<file path="config.mk">
export PLATFORM = sky130hd
export DESIGN_NAME = serial_adder
export DESIGN_NICKNAME = d
export VERILOG_FILES = /design/src/rtl/serial_adder_pkg.sv /design/src/rtl/full_adder_cell.sv /design/src/rtl/serial_adder.sv
export SDC_FILE = /design/constraint.sdc
export NUM_CORES = 1
export LEC_CHECK = 0
export ABC_AREA = 1
export CORE_ASPECT_RATIO = 1.75
export CORE_MARGIN = 5
export CORE_UTILIZATION = 55
export CTS_BUF_LIST = sky130_fd_sc_hd__clkbuf_4
export DETAILED_ROUTE_END_ITERATION = 8
export PLACE_DENSITY = 0.82
export SYNTH_ARGS = -nofsm -noshare
export SYNTH_HDL_FRONTEND = slang
export SYNTH_SLANG_ARGS = --single-unit
export TNS_END_PERCENT = 1
</file>
<file path="constraint.sdc">
create_clock -name clk -period 1.65 [get_ports clk]
set_clock_uncertainty 0.05 [all_clocks]
set_input_delay 0.2475 -clock clk [delete_from_list [all_inputs] [get_ports clk]]
set_output_delay 0.2475 -clock clk [all_outputs]
set_load 0.02 [all_outputs]
</file>
<file path="src/rtl/serial_adder_pkg.sv">
// Shared definitions for the bit-serial adder.
//   state_t       : controller state encoding (IDLE/RUN/DONE)
//   DEFAULT_WIDTH : default operand/result width
package serial_adder_pkg;

  localparam int unsigned DEFAULT_WIDTH = 8;

  typedef enum logic [1:0] {
    IDLE = 2'd0,
    RUN  = 2'd1,
    DONE = 2'd2
  } state_t;

endpackage : serial_adder_pkg

</file>
<file path="src/rtl/full_adder_cell.sv">
// Single-bit combinational full adder.
//   sum   : x ^ y ^ cin
//   carry : majority(x, y, cin)
//   x, y  : operand bits
//   cin   : carry-in bit
module full_adder_cell (
  output logic sum,
  output logic carry,
  input  logic x,
  input  logic y,
  input  logic cin
);

  assign sum   = x ^ y ^ cin;
  assign carry = (x & y) | (x & cin) | (y & cin);

endmodule : full_adder_cell

</file>
<file path="src/rtl/serial_adder.sv">
// Bit-serial adder: one full-adder cell plus a registered carry, LSB first.
// {cout, sum} = a + b + cin after WIDTH RUN cycles, followed by a one-cycle
// done pulse.
//   clk, rst_n : clock, asynchronous active-low reset
//   start      : load request, honoured in IDLE or DONE only
//   a, b, cin  : operands, sampled on the accepted start edge
//   busy       : high while in RUN
//   done       : high for the single DONE cycle
//   sum, cout  : held result, updated only on the completion edge
module serial_adder
  import serial_adder_pkg::*;
#(
  parameter int unsigned WIDTH = DEFAULT_WIDTH
) (
  input  logic             clk,
  input  logic             rst_n,
  input  logic             start,
  input  logic [WIDTH-1:0] a,
  input  logic [WIDTH-1:0] b,
  input  logic             cin,
  output logic             busy,
  output logic             done,
  output logic [WIDTH-1:0] sum,
  output logic             cout
);

  localparam int unsigned CNT_W = (WIDTH > 1) ? $clog2(WIDTH) : 1;

  state_t             state, state_next;
  logic [WIDTH-1:0]   a_sr, a_sr_next;
  logic [WIDTH-1:0]   b_sr, b_sr_next;
  // Holds the WIDTH-1 most recent result bits; the final bit joins at exit.
  logic [WIDTH-2:0]   acc_sr, acc_sr_next;
  logic               carry_ff, carry_next;
  logic [CNT_W-1:0]   cnt, cnt_next;
  logic [WIDTH-1:0]   sum_next;
  logic               cout_next;
  logic               busy_next, done_next;

  logic               fa_sum, fa_cout;
  logic [WIDTH-1:0]   shift_c;

  // Per-bit add of the current LSBs with the running carry.
  full_adder_cell u_fa (
    .sum   (fa_sum),
    .carry (fa_cout),
    .x     (a_sr[0]),
    .y     (b_sr[0]),
    .cin   (carry_ff)
  );

  // Accumulator view after inserting this cycle's sum bit at the MSB.
  assign shift_c = {fa_sum, acc_sr};

  // Next-state and datapath update.
  always_comb begin
    state_next  = state;
    a_sr_next   = a_sr;
    b_sr_next   = b_sr;
    acc_sr_next = acc_sr;
    carry_next  = carry_ff;
    cnt_next    = cnt;
    sum_next    = sum;
    cout_next   = cout;

    case (state)
      IDLE, DONE: begin
        state_next = IDLE;
        if (start) begin
          a_sr_next  = a;
          b_sr_next  = b;
          carry_next = cin;
          cnt_next   = '0;
          state_next = RUN;
        end
      end
      RUN: begin
        a_sr_next   = {1'b0, a_sr[WIDTH-1:1]};
        b_sr_next   = {1'b0, b_sr[WIDTH-1:1]};
        acc_sr_next = shift_c[WIDTH-1:1];
        carry_next  = fa_cout;
        cnt_next    = cnt + CNT_W'(1);
        if (cnt == CNT_W'(WIDTH - 1)) begin
          sum_next   = shift_c;
          cout_next  = fa_cout;
          state_next = DONE;
        end
      end
      default: state_next = IDLE;
    endcase

    busy_next = (state_next == RUN);
    done_next = (state_next == DONE);
  end

  // State and datapath registers.
  always_ff @(posedge clk or negedge rst_n) begin
    if (!rst_n) begin
      state    <= IDLE;
      a_sr     <= '0;
      b_sr     <= '0;
      acc_sr   <= '0;
      carry_ff <= 1'b0;
      cnt      <= '0;
      sum      <= '0;
      cout     <= 1'b0;
      busy     <= 1'b0;
      done     <= 1'b0;
    end else begin
      state    <= state_next;
      a_sr     <= a_sr_next;
      b_sr     <= b_sr_next;
      acc_sr   <= acc_sr_next;
      carry_ff <= carry_next;
      cnt      <= cnt_next;
      sum      <= sum_next;
      cout     <= cout_next;
      busy     <= busy_next;
      done     <= done_next;
    end
  end

endmodule : serial_adder
</file>
==> reports/metrics.csv <==
stage,metric,value,unit
die,die-area,4750,um2
die,die_x,54.3,um
yosys,ys_top_cells_by_area,"dfrtp_1 53%, nand2_1 14%, inv_1 7.9%",
yosys,syn_nets,245,
placement,dpl_cell_area,2220,um2
setup_path,slowest_delay,0.59,ns
die,core_area,3360,um2
global_routing,antenna_found_initial,0,
die,rows,28,
setup_path,worstPathRequired,1.35,ns
yosys,ys_ff_latch,40,
timing,hold_violations,0,
detailed_routing,wl_per_cell,12.1,um
cts,cts.path.max_buffers,2,
placement,port_buffers,30,
timing,finalSetupViolCount,0,
detailed_routing,wl,3.66,mm
cells_and_area,stdcell_count,301,
timing,grt_setup_unrepaired,no,
yosys,synth_area_per_cell,8.51,um2
yosys,synthFlopType,dfrtp_1,
detailed_routing,drt_first_pass_iters,4,
cts,cts_sinks,40,
yosys,synth_area,1890,um2
setup_path,end_kind,output port,
cells_and_area,drive_above_1_share,11.3,%
timing,post-route-min-period,1.57,ns
global_routing,grt.overflow.total,0,
cells_and_area,finalNetCount,279,
cts,cts_root_buf,clkbuf_4,
cells_and_area,final_area,2300,um2
setup_path,arrival,1.27,ns
cts,clkLatencyLatePin,0.34,ns
placement,gp_congestion,0.824,
setup_path,cp_top_family,buffers and inverters,
yosys,synth_edf_count,0,
cts,htree_levels,2,
cts,numCtsBuffers,5,
timing,drv_slew,0,
yosys,synthTopCellsByCount,"71 x nand2_1, 40 x dfrtp_1, 40 x inv_1",
die,die_h,87.5,um
timing,timing.fmax,637,MHz
min_path,hold_path.class,in -> async,
cells_and_area,fillers,294,
cells_and_area,multi_input_comb_area,652,um2
cts,cts_tree,done,
timing,tightestPinTransition,0.457,ns
detailed_routing,num_vias,1456,
global_routing,grt_usage,18.2,%
yosys,synth.most_common_cell,nand2_1,
power_and_ir_drop,peakVddDrop,0.958,mV
setup_path,cpMaxStageDelayCell,clkdlybuf4s50_1,
cells_and_area,area_delta_synth_final,21.5,%
die,initial_utilization,56.2,%
yosys,yosysTopAreaCell,dfrtp_1,
power_and_ir_drop,pwr_density_cell,1820,nW/um2
setup_path,path_buf_inv,1,
placement,post-place-cells,293,
global_routing,grt_pass1_vias,1516,
job,maxCapViolCount,0,
setup_path,setup.worst_path.start_class,flip-flop,
detailed_routing,drtIter0Drc,40,
cells_and_area,register_area,1000,um2
cts,post-cts-setup-buffer-count,0,
detailed_routing,routed_via_density,4.84,
yosys,synth_async_sr_flop_share,100,%
yosys,synthCells,222,
cts,path_clk_slew,0.11,ns
die,num_io_pins,31,
timing,tns,0,ns
status,status,completed,
detailed_routing,route.detailed.drc,0,
placement,dp_hpwl,2.68,mm
yosys,synth_seq_area_share,53.0,%
global_routing,grt_start_max_net_pins,23,
cells_and_area,final_core_utilization,68.3,%
yosys,synthDistinctLibCells,17,
setup_path,critPathKind,reg -> out,
yosys,synth_top_area_share,53.0,%
timing,post-route-period-util,95.1,%
detailed_routing,antenna_left,0,
global_routing,grt_pass1_wl,6.31,mm
power_and_ir_drop,leakagePower,1.33,nW
setup_path,crit_path_cell_trace,clkdlybuf4s50_1,
yosys,ys_warn_count,0,
cells_and_area,antenna_cells,0,
timing,slew_headroom,69.5,%
timing,holdWs,0.320,ns
setup_path,crit_fanout,1,
## power by group
part           total, W  leakage, nW  switching, W  internal, W
clock network  0.000459       0.0271      0.000304     0.000155
logic           0.00202        0.808       0.00122     0.000793
registers       0.00171        0.498      0.000275      0.00144
total           0.00419         1.33       0.00180      0.00238
## worst reg2reg max path, delay by kind of cell, from the launching register on
kind | cells | cell delay (ns)
adders and majority gates | 2 | 0.44
DFF | 1 | 0.42
and+or+nand+nor | 3 | 0.34
buffers and inverters | 1 | 0.09
## layout by cell type (no fill, tap or decap), types with 2 or more instances in the layout
master / Yosys / routed
dfrtp_1: 40 / 40
nand2_1: 71 / 71
buf_4: 0 / 4
inv_1: 40 / 40
clkdlybuf4s50_1: 0 / 20
inv_4: 2 / 2
ha_1: 2 / 2
o21ai_0: 11 / 11
o21ai_2: 8 / 8
clkbuf_4: 0 / 5
nand2_4: 4 / 4
dlymetal6s2s_1: 0 / 7
nand3_1: 30 / 30
dlygate4sd2_1: 0 / 2
## metal layers
| layer | track usage, % | vias up | wire (um) |
|---|---|---|---|
| met5 | 0 | - | 0 |
| met4 | 10.7 | 0 | 140 |
| met3 | 4.26 | 13 | 118 |
| met2 | 30.9 | 30 | 1890 |
| met1 | 19.9 | 678 | 1500 |
| li1 | - | 735 | - |
## stage by stage
stage	setup WS (ns)	total power (W)
2_1_floorplan	0.376	0.00323
3_3_place_gp	0.252	0.00372
3_5_place_dp	0.220	0.00379
4_1_cts	0.00570	0.00425
5_1_grt	0.0319	0.00459
6_report	0.0806	0.00419
## path summary, 6_finish.rpt
| path | start | end | slack, ns | cells past startpoint |
|---|---|---|---|---|
| min in group clk | b[7] | b_sr[7] | 0.43 | 3 |
| worst max register to register | cnt[0] | sum[0] | 0.22 | 6 |
| worst max-delay path | done | done | 0.08 | 1 |
| worst min register to register | cnt[1] | cnt[1] | 0.44 | 2 |
| worst min-delay path | rst_n | state[1] | 0.32 | 2 |
| max in group asynchronous | rst_n | b_sr[0] | 0.76 | 3 |
## sequential cells by signal (all words and copies together) (netlist names)
name and cells:
acc_sr 7, done 1, sum 8, state 2, busy 1, b_sr 8
cout 1, carry_ff 1, a_sr 8, cnt 3
## cell type report
type / count / area share (%)
tap: 45 / 2.45
clock inverter: 2 / 0.545
multi-input combinational: 130 / 28.4
timing repair buffer: 36 / 16.1
sequential: 40 / 43.6
clock buffer: 5 / 1.63
inverter: 43 / 7.25
## cells by family after synthesis
family / count (synthesis) / synth area share (%)
DFF: 40 / 53.0
AOI/OAI and AO/OA: 20 / 6.89
and+or+nand+nor: 107 / 25.2
buffers and inverters: 52 / 12.5
adders and majority gates: 3 / 2.38
## timing repair
action	4_1_cts	5_1_grt
pin swaps	0	0
hold buffers	1	0
resized for setup	2	7
endpoints found under the hold margin	18	0
cloned	0	0
setup endpoints to repair	2	7
(Power assumes the default switching activity.)
